### src/rtl/addr_gen_2d.sv
// Two-dimensional row-major address walker for matrix tiles.
// Issues one address per valid/ready transfer, flags the final element and pulses done.
module addr_gen_2d #(
  parameter int AW = 16,
  parameter int CW = 8
) (
  input  logic          clk,
  input  logic          rst,
  input  logic          start,
  input  logic [AW-1:0] base,
  input  logic [CW-1:0] rows,
  input  logic [CW-1:0] cols,
  input  logic [AW-1:0] stride,
  output logic [AW-1:0] addr_out,
  output logic          addr_valid,
  input  logic          addr_ready,
  output logic [CW-1:0] row_idx,
  output logic [CW-1:0] col_idx,
  output logic          last,
  output logic          busy,
  output logic          done
);

  typedef enum logic [1:0] {IDLE, RUN, DONE} state_e;

  state_e        state_q, state_d;
  logic [AW-1:0] addr_q, addr_d;
  logic [AW-1:0] row_base_q, row_base_d;
  logic [AW-1:0] stride_q, stride_d;
  logic [CW-1:0] row_q, row_d;
  logic [CW-1:0] col_q, col_d;
  logic [CW-1:0] rows_q, rows_d;
  logic [CW-1:0] cols_q, cols_d;
  logic          row_end, col_end, accept;

  // Address sums wrap modulo 2^AW; no saturation.
  function automatic logic [AW-1:0] addr_add(input logic [AW-1:0] a, input logic [AW-1:0] b);
    return a + b;
  endfunction

  assign row_end = (row_q == rows_q - CW'(1));
  assign col_end = (col_q == cols_q - CW'(1));
  assign accept  = (state_q != RUN) && start;

  always_comb begin
    state_d    = state_q;
    addr_d     = addr_q;
    row_base_d = row_base_q;
    stride_d   = stride_q;
    row_d      = row_q;
    col_d      = col_q;
    rows_d     = rows_q;
    cols_d     = cols_q;
    unique case (state_q)
      RUN: begin
        if (addr_ready) begin
          if (!col_end) begin
            col_d  = col_q + CW'(1);
            addr_d = addr_add(addr_q, AW'(1));
          end else if (!row_end) begin
            col_d      = '0;
            row_d      = row_q + CW'(1);
            row_base_d = addr_add(row_base_q, stride_q);
            addr_d     = row_base_d;
          end else begin
            state_d = DONE;
          end
        end
      end
      DONE:    state_d = IDLE;
      default: state_d = IDLE;
    endcase
    // A start seen in IDLE or DONE launches a walk; zero-sized tiles finish immediately.
    if (accept) begin
      rows_d     = rows;
      cols_d     = cols;
      stride_d   = stride;
      row_base_d = base;
      addr_d     = base;
      row_d      = '0;
      col_d      = '0;
      state_d    = (rows == '0 || cols == '0) ? DONE : RUN;
    end
  end

  always_ff @(posedge clk) begin
    if (rst) begin
      state_q <= IDLE;
      addr_q  <= '0;
      row_q   <= '0;
      col_q   <= '0;
    end else begin
      state_q <= state_d;
      addr_q  <= addr_d;
      row_q   <= row_d;
      col_q   <= col_d;
    end
  end

  // Tile configuration only matters while walking, so it carries no reset.
  always_ff @(posedge clk) begin
    row_base_q <= row_base_d;
    stride_q   <= stride_d;
    rows_q     <= rows_d;
    cols_q     <= cols_d;
  end

  assign addr_out   = addr_q;
  assign row_idx    = row_q;
  assign col_idx    = col_q;
  assign addr_valid = (state_q == RUN);
  assign last       = (state_q == RUN) && row_end && col_end;
  assign busy       = (state_q != IDLE);
  assign done       = (state_q == DONE);

endmodule

### config.mk
export PLATFORM = sky130hd
export DESIGN_NAME = addr_gen_2d
export DESIGN_NICKNAME = d
export VERILOG_FILES = /design/src/rtl/addr_gen_2d.sv
export SDC_FILE = /design/constraint.sdc
export NUM_CORES = 1
export LEC_CHECK = 0
export ABC_AREA = 1
export CORE_ASPECT_RATIO = 0.5
export CORE_MARGIN = 2
export CORE_UTILIZATION = 50
export DETAILED_ROUTE_END_ITERATION = 6
export GPL_TIMING_DRIVEN = 0
export PLACE_DENSITY_LB_ADDON = 0.2
export SETUP_SLACK_MARGIN = 0.02
export SLEW_MARGIN = 20
export SYNTH_ARGS = -nofsm -noshare
export SYNTH_HDL_FRONTEND = slang
export SYNTH_SLANG_ARGS = --single-unit
### constraint.sdc
create_clock -name clk -period 2.3 [get_ports clk]
set_input_delay 0.46 -clock clk [delete_from_list [all_inputs] [get_ports clk]]
set_output_delay 0.46 -clock clk [all_outputs]
set_load 0.03 [all_outputs]
; ---- Word level (Yosys, flattened, before mapping)
; Cells that the tools add are included.
; W data, S select, Z words.
[totals]
regBits = 82
input_bits = 52
out_inout_bits = 36
elab_cells = 59
[classes]
add_sub_neg = 6
eq_ne = 11
muxes = 17
n_bitwise = 1
n_reduce_logical = 16
[op_table]
columns = cell, count
row1 = $mux W16, 9
row2 = $add A16 B1 Y16 const B, 1
row3 = $add A16 B16 Y16, 1
row4 = $add A8 B1 Y8 const B, 2
row5 = $eq A8 B8 Y1, 2
row6 = $logic_not A8 Y1, 2
row7 = $mux W8, 2
row8 = $sub A8 B1 Y8 const B, 2
row9 = $mux W2, 6
row10 = $ne A3 B1 Y1 const B, 3
row11 = $reduce_and A3 Y1, 3
row12 = $reduce_and A4 Y1, 2
row13 = $reduce_bool A2 Y1, 4
row14 = $ne A2 B1 Y1 const B, 2
row15 = $logic_and A1 B1 Y1, 3
row16 = $ne A3 B2 Y1 const B, 1
row17 = $eq A2 B1 Y1 const B, 1
row18 = $eq A2 B2 Y1 const B, 1
row19 = $ne A2 B2 Y1 const B, 1
row20 = $reduce_or A2 Y1, 1
row21 = $logic_or A1 B1 Y1, 1
row22 = $not A1 Y1, 1

; ---- Longest topological paths before layout
[logic_depth]
word_depth = 7
ltp_mapped = 16
depth_no_buf = 16

; ---- Worst setup path before layout
; Ideal clock, no wire load.
[synth_timing]
path_kind = flip-flop to output port
from = register cols_q[0]
to = output last
arrival_ns = 2.165
required_time_ns = 1.840
setup_slack_ns = -0.325
stages_incl_launch_ff = 12
cell_sequence = edfxtp_1 > inv_1 > ha_1 > inv_1 > nand2_1 > nand2_1 > nand2_1 > nand3_1 > nor2_4 > nand3_4 > buf_4 > nor3_1
[synth_between]
elab_chain_cells = 3
[synth_rtl]
columns = element, line_no
row1 = from (decl), 33  ; logic [CW-1:0] cols_q, cols_d;
row2 = from (signal assigned), 105  ; cols_q <= cols_d;
row3 = $sub A8 B1 Y8, 42  ; assign col_end = (col_q == cols_q - CW'(1));
row4 = $eq A8 B8 Y1, 42
row5 = $logic_and A1 B1 Y1, 112  ; assign last = (state_q == RUN) && row_end && col_end;
row6 = to (decl), 19  ; output logic last,
; Every way passes these cells.

; ---- Worst setup path after layout
; Ends and elaborated chain as after synthesis.

==> flow_metrics.py <==
metrics = {
    "yosys": {
        "synthArstFlopShare_pct": 0,
        "netlist_area_sq_mm": 0.00570,
        "yosysTopAreaCellShare_pct": 25.3,
        "synth_most_common_cell": "nand2_1",
        "synth.avg_cell_area_sq_um": 7.14,
        "synth_ff_type": "edfxtp_1",
        "yosys.cell_types.count": 34,
        "ys_top_cells_by_count": "234 x nand2_1, 99 x inv_1, 78 x nand3_1",
        "yosysSeqAreaShare_pct": 37.2,
        "yosys.area.top_type": "edfxtp_1",
        "ys_warn_count": 0,
        "synth_area_leaders": "edfxtp_1 25%, nand2_1 15%, dfxtp_1 12%, nand3_1 6.9%, inv_1 6.5%",
        "synth-edff-count": 48,
        "ys_ff_latch": 82,
        "syn_nets": 871,
        "syn_inst": 798,
    },
    "setup_path": {
        "worst-r2r-setup-slack_ns": -0.07,
        "cp_data_arrival_time_ns": 2.00,
        "cp_max_fo": 5,
        "crit_chain": "inv_2, ha_4, inv_1, nand2_1, nand2_1, nand2_1, nand3_2, nor2_4, nand3_4, buf_8, nor3_4, buf_6",
        "end_kind": "output port",
        "critPathKind": "flip-flop to output port",
        "slowest_delay_ns": 0.40,
        "crit_top_cell": "nand2_1",
        "cp.required_ns": 1.84,
        "critPathSlowestCell": "edfxtp_1",
        "start_kind": "flip-flop",
    },
    "global_route": {
        "grt_pass1_vias": 5285,
        "grt_use_met2_pct": 44.4,
        "grt_antenna_before_repair": 0,
        "grt_max_degree": 42,
        "grt_pass1_wl_um": 24500,
        "grt.busiest_layer": "met2",
        "grt_overflow": 0,
        "met3_usage_pct": 4.99,
        "grtUsageTotal_pct": 25.0,
        "gr-usage-met1_pct": 31.7,
    },
    "die": {
        "dieArea_sq_mm": 0.0123,
        "start_util_pct": 51.6,
        "rows": 27,
        "die_x_um": 155,
        "core_sq_mm": 0.0110,
        "ioPinCount": 88,
        "die_height_um": 79.5,
    },
    "clocking": {
        "cts-root-buf": "clkbuf_16",
        "cts_buffers": 9,
        "clk_latency_ns": 0.34,
        "clkSinkCount": 82,
        "cts_tree": "built",
        "cts_max_level": 3,
        "ctsHoldBuffers": 0,
        "clock_path_buffers": 2,
        "clkSlewWorstSetupHoldPaths_ns": 0.06,
    },
    "sta": {
        "finalHoldViolCount": 0,
        "finalCritPeriodShare_pct": 107,
        "period_minus_slack_ns": 2.46,
        "setup_viol": 17,
        "worst_pin_slew_ns": 0.519,
        "drv_slew": 0,
        "rsz0062_at_grt": "yes",
        "skew_ns": 0.00831,
        "clock.fmax_mhz": 407,
        "fin_ws_ns": -0.158,
        "max_slew_margin_pct": 65.4,
    },
    "job": {
        "maxCapViolations": 0,
    },
    "layout": {
        "drive_gt1_share_pct": 13.5,
        "n_antenna_cell": 0,
        "fillers": 951,
        "layout.nets": 998,
        "areaGrowthSynthToFinish_pct": 32.0,
    },
    "route": {
        "drt-initial-drc-count": 403,
        "wl_per_cell_um": 14.5,
        "postRouteWirelength_um": 15600,
        "first_pass_iters": 5,
        "drc": 0,
        "vias": 5714,
        "detail-route-antenna-nets": 0,
        "avgViaCountPerCell": 5.32,
    },
    "power": {
        "ir_worst_vdd_v": 0.000370,
        "report.power.total_mw": 4.95,
        "cellLeakagePower_nw": 3.30,
        "power_density_mw_per_mm2": 658,
    },
    "placed_design": {
        "port_buffers": 87,
        "place_congestion": 0.944,
        "place_ws_ns": -0.776,
        "hpwl_um": 11200,
    },
    "run_status": {
        "status": "finished with violations",
        "violations": "negative setup slack",
    },
    "worst_hold_path": {
        "hold_class": "flip-flop to flip-flop",
    },
}
==> cell usage in the layout (no fill, tap or decap), drive strengths merged <==
| cell | netlist | routed |
|---|---|---|
| nand2 | 237 | 238 |
| buf | 12 | 41 |
| edfxtp | 48 | 48 |
| xnor2 | 16 | 16 |
| a21oi | 23 | 23 |
| clkdlybuf4s50 | 0 | 86 |
| clkinvlp | 0 | 1 |
| clkinv | 2 | 1 |
| nor2 | 99 | 99 |
| ha | 20 | 20 |
| inv | 104 | 104 |
| a22oi | 1 | 1 |
| fa | 1 | 1 |
| dfxtp | 34 | 34 |
| o21bai | 2 | 2 |
| clkbuf | 10 | 26 |
| nor4 | 5 | 5 |
| nand4 | 32 | 32 |
| o21ai | 28 | 28 |
| o211ai | 1 | 1 |
| nand3b | 4 | 4 |
| nand3 | 81 | 81 |
| and2 | 3 | 3 |
| nor3 | 10 | 10 |
| xor2 | 25 | 25 |
==> per-stage QoR <==
step / util [%] / setup TNS [ns] / area, sq um / hold WS [ns] / std cells
finish: 68.1 / -1.11 / 7520 / 0.550 / 1075
global route: 68.1 / -5.45 / 7520 / 0.568 / 1075
CTS: 65.4 / -0.168 / 7230 / 0.545 / 1058
detailed placement: 61.2 / -24.67 / 6760 / 0.536 / 1030
global placement: 61.2 / -20.38 / 6760 / 0.533 / 1030
floorplan: - / 0 / 5710 / 0.532 / 798
==> worst max-delay path: cells and delay by family (launching register included) <==
kind	cells	cell delay (ns)
AND/OR/NAND/NOR	7	0.62
flip-flops	1	0.40
buffers and inverters	4	0.45
adder cells (fa/ha/maj)	1	0.16
==> cell type report <==
cell class	instances	area, sq um	area share [%]
multi-input cells	589	3210	42.7
flip-flops and latches	82	2120	28.2
repair buffers	115	1110	14.8
inverters	106	407	5.41
clock buffers	16	315	4.19
well taps	145	181	2.41
plain buffers	22	169	2.25
==> what timing repair did <==
| action | in CTS | in global routing |
|---|---|---|
| cloned | 1 | 1 |
| pin swaps | 8 | 8 |
| buffers inserted | 11 | 17 |
| gates resized for setup | 23 | 51 |
| setup endpoints to repair | 41 | 54 |
==> state kept, by name (all words and copies together), names as in the netlist <==
| signal | flops |
|---|---|
| addr_out | 16 |
| row_base_q | 16 |
| stride_q | 16 |
| col_idx | 8 |
| cols_q | 8 |
| row_idx | 8 |
| rows_q | 8 |
| state_q | 2 |
==> power by group <==
part | switching [mW] | internal (mW) | total, mW
sequential | 0.100 | 1.72 | 1.82
combinational | 0.988 | 0.629 | 1.62
clock | 0.578 | 0.929 | 1.51
total | 1.67 | 3.28 | 4.95
==> cell families (layout without fill, tap and decap cells) <==
group | Yosys count | count (layout) | share of synthesized area, %
simple gates | 471 | 472 | 37.5
buf+inv | 128 | 259 | 9.20
flops | 82 | 82 | 37.2
compound gates | 55 | 55 | 5.01
xor+xnor | 41 | 41 | 6.30
fa+ha+maj | 21 | 21 | 4.74
==> per-layer routing <==
metal,wire length (um),part of all wire [%]
met1,6690,43
met2,7630,49
met3,1050,6.7
met4,206,1.3
met5,0,0
==> worst paths after layout <==
kind / endpoint / depth (start not counted) / from
setup / recovery: last / 12 / cols_q[0]$_DFFE_PP_
hold / removal: row_idx[4]$_SDFFE_PP0P_ / 2 / row_idx[4]$_SDFFE_PP0P_
setup reg to reg: row_base_q[5]$_DFFE_PP_ / 15 / cols_q[0]$_DFFE_PP_
hold reg to reg: row_idx[4]$_SDFFE_PP0P_ / 2 / row_idx[4]$_SDFFE_PP0P_
No activity file was read; power rests on OpenSTA's default activity.
